### config.mk
export PLATFORM = sky130hd
export DESIGN_NAME = fetch_unit_flat
export DESIGN_NICKNAME = d
export VERILOG_FILES = /design/src/rtl/fetch_unit_pkg.sv /design/src/rtl/fetch_unit_if.sv /design/src/rtl/pc_reg.sv /design/src/rtl/fetch_unit.sv /design/src/flat_wrapper.sv
export SDC_FILE = /design/constraint.sdc
export NUM_CORES = 1
export LEC_CHECK = 0
export ABC_AREA = 1
export CELL_PAD_IN_SITES_DETAIL_PLACEMENT = 0
export CELL_PAD_IN_SITES_GLOBAL_PLACEMENT = 1
export CORE_MARGIN = 1.5
export CORE_UTILIZATION = 35
export CTS_BUF_LIST = sky130_fd_sc_hd__clkbuf_2
export DETAILED_ROUTE_END_ITERATION = 16
export PLACE_DENSITY_LB_ADDON = 0.1
export SYNTH_ARGS = -nofsm -noshare
export SYNTH_HDL_FRONTEND = slang
export SYNTH_SLANG_ARGS = --single-unit
### constraint.sdc
create_clock -name clk -period 2.1 [get_ports clk]
set_input_delay 0.42 -clock clk [delete_from_list [all_inputs] [get_ports clk]]
set_output_delay 0.42 -clock clk [all_outputs]
set_load 0.02 [all_outputs]
### src/rtl/fetch_unit_pkg.sv
// fetch_unit_pkg: shared types and constants for the instruction fetch unit.
//   word_t        - 32-bit machine word (PC, addresses, instructions)
//   fetch_state_t - fetch FSM states
//   PcIncr        - sequential PC increment
package fetch_unit_pkg;

    typedef logic [31:0] word_t;

    typedef enum logic [1:0] {
        StIdle,
        StReq,
        StWait,
        StHold
    } fetch_state_t;

    localparam word_t PcIncr = 32'd4;

endpackage

### src/rtl/fetch_unit_if.sv
// fetch_unit_if: instruction-memory request/response bundle.
//   imem_req_valid  fetch -> mem   request valid
//   imem_req_ready  mem -> fetch   request accepted
//   imem_addr       fetch -> mem   request address
//   imem_resp_valid mem -> fetch   response data valid
//   imem_resp_data  mem -> fetch   fetched instruction
interface fetch_unit_if;
    import fetch_unit_pkg::*;

    logic  imem_req_valid;
    logic  imem_req_ready;
    word_t imem_addr;
    logic  imem_resp_valid;
    word_t imem_resp_data;

    modport master (
        output imem_req_valid,
        output imem_addr,
        input  imem_req_ready,
        input  imem_resp_valid,
        input  imem_resp_data
    );

    modport slave (
        input  imem_req_valid,
        input  imem_addr,
        output imem_req_ready,
        output imem_resp_valid,
        output imem_resp_data
    );

endinterface

### src/rtl/pc_reg.sv
// pc_reg: program counter register with next-PC selection.
//   clk, reset_n   clock, synchronous active-low reset (loads RESET_PC)
//   pc_wren        update strobe
//   branch_taken   take branch_target instead of pc+4
//   branch_target  redirect address
//   pc             current PC (registered)
//   misaligned     combinational flag: this cycle's branch update was rejected
module pc_reg
    import fetch_unit_pkg::*;
#(
    parameter word_t RESET_PC = 32'h0000_0000
) (
    input  logic  clk,
    input  logic  reset_n,
    input  logic  pc_wren,
    input  logic  branch_taken,
    input  word_t branch_target,
    output word_t pc,
    output logic  misaligned
);

    word_t pc_q, pc_d;

    always_comb begin
        misaligned = pc_wren && branch_taken && (branch_target[1:0] != 2'b00);
        pc_d       = pc_q;
        if (pc_wren) begin
            if (branch_taken) begin
                // A misaligned target leaves the PC where it was.
                if (!misaligned) begin
                    pc_d = branch_target;
                end
            end else begin
                pc_d = pc_q + PcIncr;  // wraps modulo 2^32
            end
        end
    end

    always_ff @(posedge clk) begin
        if (!reset_n) begin
            pc_q <= RESET_PC;
        end else begin
            pc_q <= pc_d;
        end
    end

    assign pc = pc_q;

endmodule

### src/rtl/fetch_unit.sv
// fetch_unit: IF stage. Issues one instruction-memory request per fetch_start,
// buffers the response and hands it to the IF/ID register on if_id_wren.
//   clk, reset_n        clock, synchronous active-low reset
//   stage_reset_n       synchronous active-low abort of the fetch FSM (PC kept)
//   fetch_start         IF entry pulse; ignored unless idle
//   pc_wren, branch_taken, branch_target   PC update controls
//   if_id_wren          IF/ID load strobe, honoured only while holding a response
//   imem                instruction-memory bundle (master side)
//   pc                  current PC
//   if_id_pc/instr/valid  IF/ID pipeline register
//   fetch_busy          request or wait in progress (combinational from state)
//   fetch_err           sticky: misaligned branch target or response timeout
module fetch_unit
    import fetch_unit_pkg::*;
#(
    parameter word_t       RESET_PC = 32'h0000_0000,
    parameter int unsigned TIMEOUT  = 255
) (
    input  logic                clk,
    input  logic                reset_n,
    input  logic                stage_reset_n,
    input  logic                fetch_start,
    input  logic                pc_wren,
    input  logic                if_id_wren,
    input  logic                branch_taken,
    input  word_t               branch_target,
    fetch_unit_if.master        imem,
    output word_t               pc,
    output word_t               if_id_pc,
    output word_t               if_id_instr,
    output logic                if_id_valid,
    output logic                fetch_busy,
    output logic                fetch_err
);

    localparam int unsigned    CntW    = (TIMEOUT > 1) ? $clog2(TIMEOUT) : 1;
    localparam logic [CntW-1:0] CntLast = CntW'(TIMEOUT - 1);

    fetch_state_t    state_q, state_d;
    logic [CntW-1:0] cnt_q, cnt_d;
    word_t           addr_q, addr_d;
    word_t           buf_q, buf_d;
    word_t           if_pc_q, if_pc_d;
    word_t           if_instr_q, if_instr_d;
    logic            if_valid_q, if_valid_d;
    logic            req_valid_q, req_valid_d;
    logic            err_q, err_d;
    logic            timeout;
    logic            misaligned;
    word_t           pc_cur;

    pc_reg #(
        .RESET_PC (RESET_PC)
    ) u_pc_reg (
        .clk           (clk),
        .reset_n       (reset_n),
        .pc_wren       (pc_wren),
        .branch_taken  (branch_taken),
        .branch_target (branch_target),
        .pc            (pc_cur),
        .misaligned    (misaligned)
    );

    always_comb begin
        state_d    = state_q;
        cnt_d      = cnt_q;
        addr_d     = addr_q;
        buf_d      = buf_q;
        if_pc_d    = if_pc_q;
        if_instr_d = if_instr_q;
        if_valid_d = if_valid_q;
        timeout    = 1'b0;

        unique case (state_q)
            StIdle: begin
                if (fetch_start) begin
                    state_d = StReq;
                    addr_d  = pc_cur;
                end
            end
            StReq: begin
                if (imem.imem_req_ready) begin
                    state_d = StWait;
                    cnt_d   = '0;
                end
            end
            StWait: begin
                if (imem.imem_resp_valid) begin
                    buf_d   = imem.imem_resp_data;
                    state_d = StHold;
                    cnt_d   = '0;
                end else if (cnt_q == CntLast) begin
                    // TIMEOUT wait cycles have now elapsed with no response.
                    timeout = 1'b1;
                    state_d = StIdle;
                    cnt_d   = '0;
                end else begin
                    cnt_d = cnt_q + CntW'(1);
                end
            end
            StHold: begin
                if (if_id_wren) begin
                    if_instr_d = buf_q;
                    if_pc_d    = addr_q;
                    if_valid_d = 1'b1;
                    state_d    = StIdle;
                end
            end
            default: state_d = StIdle;
        endcase

        // Abort overrides the FSM but leaves the IF/ID data registers untouched.
        if (!stage_reset_n) begin
            state_d    = StIdle;
            cnt_d      = '0;
            addr_d     = addr_q;
            buf_d      = buf_q;
            if_pc_d    = if_pc_q;
            if_instr_d = if_instr_q;
            if_valid_d = 1'b0;
            timeout    = 1'b0;
        end

        req_valid_d = (state_d == StReq);
        err_d       = err_q | misaligned | timeout;
    end

    always_ff @(posedge clk) begin
        if (!reset_n) begin
            state_q     <= StIdle;
            cnt_q       <= '0;
            addr_q      <= '0;
            buf_q       <= '0;
            if_pc_q     <= '0;
            if_instr_q  <= '0;
            if_valid_q  <= 1'b0;
            req_valid_q <= 1'b0;
            err_q       <= 1'b0;
        end else begin
            state_q     <= state_d;
            cnt_q       <= cnt_d;
            addr_q      <= addr_d;
            buf_q       <= buf_d;
            if_pc_q     <= if_pc_d;
            if_instr_q  <= if_instr_d;
            if_valid_q  <= if_valid_d;
            req_valid_q <= req_valid_d;
            err_q       <= err_d;
        end
    end

    assign imem.imem_req_valid = req_valid_q;
    assign imem.imem_addr      = addr_q;
    assign pc                  = pc_cur;
    assign if_id_pc            = if_pc_q;
    assign if_id_instr         = if_instr_q;
    assign if_id_valid         = if_valid_q;
    assign fetch_err           = err_q;
    assign fetch_busy          = (state_q == StReq) || (state_q == StWait);

endmodule

### src/flat_wrapper.sv
// flat-port wrapper written by rule: the top's interface ports become plain ports
module fetch_unit_flat import fetch_unit_pkg::*;
#(
    parameter word_t       RESET_PC = 32'h0000_0000,
    parameter int unsigned TIMEOUT  = 255
)
  (clk, reset_n, stage_reset_n, fetch_start, pc_wren, if_id_wren, branch_taken, branch_target, pc, if_id_pc, if_id_instr, if_id_valid, fetch_busy, fetch_err, imem_imem_req_valid, imem_imem_addr, imem_imem_req_ready, imem_imem_resp_valid, imem_imem_resp_data);
  fetch_unit_if imem_i ();
  input  logic clk;
  input  logic reset_n;
  input  logic stage_reset_n;
  input  logic fetch_start;
  input  logic pc_wren;
  input  logic if_id_wren;
  input  logic branch_taken;
  input  word_t branch_target;
  output word_t pc;
  output word_t if_id_pc;
  output word_t if_id_instr;
  output logic if_id_valid;
  output logic fetch_busy;
  output logic fetch_err;
  output wire logic [$bits(imem_i.imem_req_valid)-1:0] imem_imem_req_valid;
  output wire logic [$bits(imem_i.imem_addr)-1:0] imem_imem_addr;
  input wire logic [$bits(imem_i.imem_req_ready)-1:0] imem_imem_req_ready;
  input wire logic [$bits(imem_i.imem_resp_valid)-1:0] imem_imem_resp_valid;
  input wire logic [$bits(imem_i.imem_resp_data)-1:0] imem_imem_resp_data;
  assign imem_imem_req_valid = imem_i.imem_req_valid;
  assign imem_imem_addr = imem_i.imem_addr;
  assign imem_i.imem_req_ready = imem_imem_req_ready;
  assign imem_i.imem_resp_valid = imem_imem_resp_valid;
  assign imem_i.imem_resp_data = imem_imem_resp_data;
  fetch_unit #(.RESET_PC(RESET_PC), .TIMEOUT(TIMEOUT)) u_core (.clk(clk), .reset_n(reset_n), .stage_reset_n(stage_reset_n), .fetch_start(fetch_start), .pc_wren(pc_wren), .if_id_wren(if_id_wren), .branch_taken(branch_taken), .branch_target(branch_target), .imem(imem_i), .pc(pc), .if_id_pc(if_id_pc), .if_id_instr(if_id_instr), .if_id_valid(if_id_valid), .fetch_busy(fetch_busy), .fetch_err(fetch_err));
endmodule
==> impl_metrics.py, run 1 <==
metrics = {
    "clock_network": {
        "cts_root_buffer": "clkbuf_2",
        "cts_buffer_depth": 2,
        "cts_buffers": 17,
        "cts_tree": "built",
        "hold_buffers": 0,
        "clock_sinks": 173,
        "h-tree-depth": 4,
        "clkLatencyLatePin_ns": 0.75,
        "clk_pin_slew_ns": 0.29,
    },
    "routing": {
        "viasPerCell": 4.741,
        "drc_errors": 0,
        "wirelength_um": 22150,
        "routedWlPerCell_um": 14.58,
        "drt_first_pass_iters": 5,
        "via_count": 7202,
        "postRouteAntennaNets": 0,
        "drt_iter0_markers": 344,
    },
    "final_layout": {
        "layout_commonest_cell": "nand2_1",
        "area_growth_pct": 36.23,
        "final_cell_mix": "164 x nand2_1, 162 x a21oi_1, 136 x inv_1",
        "fill_cells": 2214,
        "final_nets": 1311,
        "drive_above_1_share": 0.09332,
        "final_cells": 1519,
    },
    "yosys": {
        "synth_top_family_by_area": "simple AND/OR/NAND/NOR gates",
        "synthCells": 1039,
        "netlist_area_sq_um": 7408,
        "muxShareOfSynthArea": 0,
        "ys_seq_elements": 173,
        "avgSynthCellArea_sq_um": 7.130,
        "yosys.area_share.adder": 0.01351,
        "synth_warnings": 0,
        "yosysUniqueCellTypes": 34,
        "synth_largest_area_cell": "dfxtp_1",
        "synth_top_area_share": 0.4675,
        "synth_nets": 1120,
        "synth_xor_area_frac": 0.005911,
        "synth.area.top_cells": "dfxtp_1 47%, a21oi_1 11%, nand2_1 8.3%",
        "yosys.area_share.simple": 0.2082,
        "synth_compound_area_frac": 0.2023,
        "seq_area_frac_synth": 0.4675,
    },
    "sta": {
        "finalHoldViolations": 0,
        "skew_ns": 0.03968,
        "fin_crit_sh": 0.9435,
        "rsz0062_at_grt": "yes",
        "hold_slack_ns": 0.1203,
        "drv_slew": 0,
        "fin_crit_ns": 1.981,
        "max_freq_ghz": 0.5047,
        "tightest_slew_ns": 0.4870,
        "finalSetupViolCount": 0,
        "slew-limit-headroom": 0.6754,
    },
    "die": {
        "num_rows": 53,
        "die_w_um": 148.5,
        "dieArea_sq_um": 22050,
        "die_height_um": 148.5,
        "initial_utilization": 0.3547,
        "core_area_sq_um": 20890,
        "io_pins": 205,
    },
    "global_route": {
        "use_met3": 0.03988,
        "grt_usage": 0.2018,
        "top_usage_layer": "met2",
        "met1_usage": 0.2610,
        "grt_pass1_vias": 6786,
        "grt_pass1_wl_um": 35290,
        "grt_antenna_before_repair": 1,
        "grt_max_degree": 129,
        "gr-total-overflow": 0,
        "gr-usage-met2": 0.3405,
    },
    "worst_setup_path": {
        "reg2regPathDepth": 9,
        "slowest_stage": "dfxtp_2",
        "required_ns": 1.68,
        "r2r_slack_ns": 0.29,
        "critPathKind": "register to output pin",
        "crit_chain": "dlygate4sd2_1",
        "cpPeakStageDelay_ns": 0.47,
        "crit_family": "flip-flops",
        "endpoint_kind": "output pin",
        "path_buf_inv": 1,
        "worst-path-max-fanout": 7,
        "startpoint_type": "register",
        "cp_num_cells": 1,
        "arrival_ns": 1.56,
    },
    "min_path": {
        "hold_depth": 3,
        "hold_path.class": "primary input to register",
    },
    "placed_design": {
        "portBuffers": 204,
        "gp_congestion": 0.8676,
        "place_inst": 1484,
        "hpwl_um": 15480,
    },
    "power_and_ir_drop": {
        "leakage_nw": 4.047,
        "power_density_nw_per_um2": 608.3,
        "ir_drop_mv": 0.3217,
    },
    "status": {
        "status": "finished clean",
    },
    "run": {
        "cap_violations": 0,
    },
}
per-layer routing:
layer / part of all wire / vias to the layer above
met1: 0.46 / 3226
met4: 0.017 / 0
li1: - / 3771
met5: 0 / -
met3: 0.050 / 20
met2: 0.47 / 185
cell type report:
type	instances	area [sq um]	share of cell area
Multi-Input combinational cell	667	3216	0.3186
Clock buffer	17	85.08	0.008430
Timing Repair Buffer	229	2146	0.2126
Sequential cell	173	3566	0.3533
Tap cell	275	344.1	0.03409
Antenna cell	1	2.502	0.0002480
Clock inverter	15	195.2	0.01934
Inverter	142	538.0	0.05331
worst paths after layout:
path,startpoint,to
worst max register to register,u_core.state_q[0],u_core.cnt_q[7]
worst max-delay path,u_core.u_pc_reg.pc[9],pc[9]
worst min-delay path,reset_n,u_core.if_id_instr[13]
worst min register to register,u_core.if_id_pc[11],u_core.if_id_pc[11]
stage by stage:
step | utilization | area (sq um) | power, mW | worst slack [ns] | TNS, ns
after floorplan | - | 7408 | 3.879 | 0.4987 | 0
after global placement | 0.4711 | 9841 | 4.326 | 0.1130 | 0
after detailed placement | 0.4711 | 9841 | 4.323 | 0.1102 | 0
after CTS | 0.4790 | 10010 | 6.248 | -0.07714 | -0.07714
after global routing | 0.4831 | 10090 | 6.468 | -0.01679 | -0.01679
final | 0.4831 | 10090 | 6.139 | 0.1186 | 0
timing repair:
action | 4_1_cts | 5_1_grt
endpoints found under the setup margin | 132 | 37
buffers inserted | 0 | 2
resized for setup | 173 | 51
pin swaps | 0 | 1
power breakdown:
part	total (mW)	internal, mW	switching (mW)	leakage (nW)
clock	1.94	0.618	1.32	0.162
combinational	0.744	0.328	0.416	2.46
sequential	3.46	3.37	0.0926	1.43
synth_stat cells (all sizes together):
| master | n |
|---|---|
| buf | 9 |
| nor3b | 2 |
| clkinv | 2 |
| nor2 | 95 |
| xor2 | 3 |
| inv | 140 |
| dfxtp | 173 |
| nand2 | 165 |
| ha | 8 |
| a211oi | 2 |
| o211ai | 5 |
| o21a | 1 |
| a31oi | 7 |
| a22oi | 4 |
| nor3 | 11 |
| nand4 | 6 |
| or2 | 1 |
| a21oi | 162 |
| o211a | 1 |
| nand3 | 76 |
| o21ai | 108 |
| clkbuf | 48 |
| and2 | 1 |
| xnor2 | 2 |
| nand3b | 6 |
| and3 | 1 |
tightest hold or removal path: cells and delay by family:
family / cells / cell delay (ns)
AO/OA/AOI/OAI: 2 / 0.19
buffers and inverters: 1 / 0.26
cell families after synthesis:
group           Yosys count
simple gates            364
compound gates          290
buf+inv                 199
flops                   173
fa+ha+maj                 8
xor+xnor                  5
No activity file was read; power rests on OpenSTA's default activity.
==> run 2, diff against run 1 <==
--- a/config.mk
+++ b/config.mk
@@ -15,4 +15,5 @@
 export PLACE_DENSITY_LB_ADDON = 0.1
 export SYNTH_ARGS = -nofsm -noshare
 export SYNTH_HDL_FRONTEND = slang
+export SYNTH_HIERARCHICAL = 1
 export SYNTH_SLANG_ARGS = --single-unit
==> run 2 against run 1 <==
Non-clock buffer count fell by 1. Sequential power about the same. Power shrank 1.5%. Register-to-register slack improved by 0.16 ns. Sequential share of layout area decreased by 0.81 points. Largest cell class unchanged. Largest power group unchanged.
==> impl_metrics.py, run 2 <==
metrics = {
    "status": {
        "status": "finished clean",
    },
    "clock_network": {
        "cts_buffer_depth": 2,
        "clock_sinks": 173,
        "clkLatencyLatePin_ns": 0.73,
        "cts_tree": "built",
        "clk_pin_slew_ns": 0.28,
        "cts_root_buffer": "clkbuf_2",
        "cts_buffers": 17,
        "h-tree-depth": 4,
    },
    "routing": {
        "drc_errors": 0,
        "postRouteAntennaNets": 0,
        "routedWlPerCell_um": 14.03,
        "via_count": 7071,
        "drt_first_pass_iters": 5,
        "drt_iter0_markers": 366,
        "viasPerCell": 4.601,
        "wirelength_um": 21570,
    },
    "die": {
        "initial_utilization": 0.3606,
        "dieArea_sq_um": 22760,
        "io_pins": 205,
        "core_area_sq_um": 21220,
        "die_height_um": 150.9,
        "num_rows": 53,
        "die_w_um": 150.9,
    },
    "global_route": {
        "gr-total-overflow": 0,
        "grt_antenna_before_repair": 1,
        "grt_usage": 0.1903,
        "grt_pass1_vias": 6563,
        "grt_max_degree": 70,
        "grt_pass1_wl_um": 33980,
    },
    "final_layout": {
        "final_nets": 1330,
        "area_growth_pct": 33.36,
        "final_cell_mix": "164 x inv_1, 154 x nand2_1, 150 x a21oi_1",
        "layout_commonest_cell": "inv_1",
        "drive_above_1_share": 0.09992,
    },
    "placed_design": {
        "detailedPlace.worstSlack_ns": 0.1301,
        "hpwl_um": 15630,
        "portBuffers": 204,
        "gp_congestion": 0.7881,
    },
    "yosys": {
        "yosysMostFrequentCell": "dfxtp_1",
        "synth_largest_area_cell": "dfxtp_1",
        "synth_top_area_share": 0.4526,
        "ys_seq_elements": 173,
        "synth_nets": 1139,
        "synth_warnings": 6,
        "synth_edf_count": 0,
        "synthFlopType": "dfxtp_1",
        "netlist_area_sq_um": 7652,
        "yosysUniqueCellTypes": 37,
        "synth_common_cells": "173 x dfxtp_1, 166 x inv_1, 154 x nand2_1",
        "avgSynthCellArea_sq_um": 7.233,
        "seq_area_frac_synth": 0.4526,
        "synth.area.top_cells": "dfxtp_1 45%, a21oi_1 9.8%, o21ai_0 8.6%",
        "synthCells": 1058,
        "synthArstFlopShare": 0,
    },
    "sta": {
        "tns_ns": 0,
        "tightest_slew_ns": 0.5944,
        "fin_crit_sh": 0.9436,
        "rsz0062_at_grt": "yes",
        "max_freq_ghz": 0.5046,
        "skew_ns": 0.03474,
        "finalSetupViolCount": 0,
        "finalHoldViolations": 0,
        "slew-limit-headroom": 0.6037,
        "drv_slew": 0,
        "setup_ws_ns": 0.1183,
        "fin_crit_ns": 1.982,
    },
    "worst_setup_path": {
        "endpoint_kind": "output pin",
        "path_buf_inv": 1,
        "worst_r2r_endpoint": "u_core/if_id_pc[18]",
        "cpPeakStageDelay_ns": 0.48,
        "arrival_ns": 1.56,
        "critPathKind": "register to output pin",
        "slowest_stage": "dfxtp_2",
        "required_ns": 1.68,
        "crit_family": "flip-flops",
        "timing.rr.start": "u_core/state_q[0]",
        "worst-path-max-fanout": 6,
        "startpoint_type": "register",
        "r2r_slack_ns": 0.45,
        "reg2regPathDepth": 7,
        "crit_chain": "dlygate4sd2_1",
    },
    "run": {
        "cap_violations": 0,
    },
    "min_path": {
        "min_to": "u_core/u_pc_reg/pc[13]",
        "hold_depth": 3,
        "hold_path.class": "primary input to register",
        "worstHoldStart": "branch_target[13]",
    },
    "power_and_ir_drop": {
        "power_density_nw_per_um2": 592.3,
        "ir_drop_mv": 0.3010,
        "leakage_nw": 4.232,
        "total_power_mw": 6.044,
    },
}
-- run 2: cell count changes in the layout (fill, tap and decap cells not counted), sizes merged, moves of 3 or more --
| cell | previous run | this run |
|---|---|---|
| a21oi | 162 | 157 |
| a31oi | 7 | 11 |
| clkbuf | 22 | 19 |
| clkdlybuf4s15 | 12 | 2 |
| clkinv | 5 | 2 |
| dlygate4sd2 | 114 | 127 |
| inv | 149 | 184 |
| nand3 | 76 | 52 |
| nand3b | 6 | 3 |
| nor2 | 95 | 88 |
| o21ai | 108 | 138 |
-- run 2: how the worst max path moves through the flow --
stage / startpoint / to / slack [ns] / cells after the start
6_report: u_core/u_pc_reg/pc[15] / pc[15] / 0.12 / 1
2_1_floorplan: u_core/u_pc_reg/pc[3] / u_core/u_pc_reg/pc[20] / 0.46 / 10
3_3_place_gp: branch_taken / u_core/u_pc_reg/pc[16] / 0.19 / 10
4_1_cts: u_core/state_q[0] / fetch_busy / -0.08 / 3
5_1_grt: u_core/state_q[0] / fetch_busy / -0.01 / 3
3_5_place_dp: branch_taken / u_core/u_pc_reg/pc[10] / 0.13 / 6
-- run 2: cell type report --
class	count	area, sq um
multi-input cells	654	3297
inverters	175	661.9
repair buffers	228	2142
diodes	1	2.502
flip-flops and latches	173	3523
clock buffers	17	85.08
fillers	2275	11020
clock inverters	14	148.9
well taps	275	344.1
-- run 2: report_power, final --
group,internal [mW],switching [mW],total (mW)
Clock,0.481,1.31,1.79
Combinational,0.341,0.442,0.783
Sequential,3.38,0.0937,3.47
-- run 2: worst min-delay path, delay by kind of cell --
kind | cells | cell delay [ns]
compound gates | 1 | 0.07
buf+inv | 1 | 0.40
simple gates | 1 | 0.06
-- run 2: cell families after synthesis --
logic type,after synthesis,share of synthesized area
AND/OR/NAND/NOR,326,0.1928
AO/OA/AOI/OAI,316,0.2171
buffers and inverters,231,0.1199
flip-flops,173,0.4526
adder cells (fa/ha/maj),8,0.01308
XOR/XNOR,4,0.004579
-- run 2: layer usage --
layer  track usage  vias to the layer above  part of all wire
li1              -                     3788                 -
met1        0.2749                     3103              0.51
met2        0.2893                      173              0.43
met3       0.03976                        7             0.052
met4       0.04272                        0            0.0080
met5             0                        -                 0
-- run 2: per-stage QoR --
stage / area [sq um] / util / hold WS (ns) / instances
finish: 10200 / 0.4809 / 0.2266 / 1537
global route: 10200 / 0.4809 / 0.1749 / 1537
CTS: 10170 / 0.4792 / 0.1546 / 1535
detailed placement: 10040 / 0.4729 / 0.4335 / 1502
global placement: 10040 / 0.4729 / 0.4290 / 1502
floorplan: 7652 / - / 0.4199 / 1058
-- run 2: repair_timing --
item / in CTS / in global routing
endpoints found under the setup margin: 132 / 8
endpoints found under the hold margin: 4 / 0
resized for setup: 170 / 15
pin swaps: 0 / 1
hold buffers: 1 / 0
setup buffers: 1 / 1
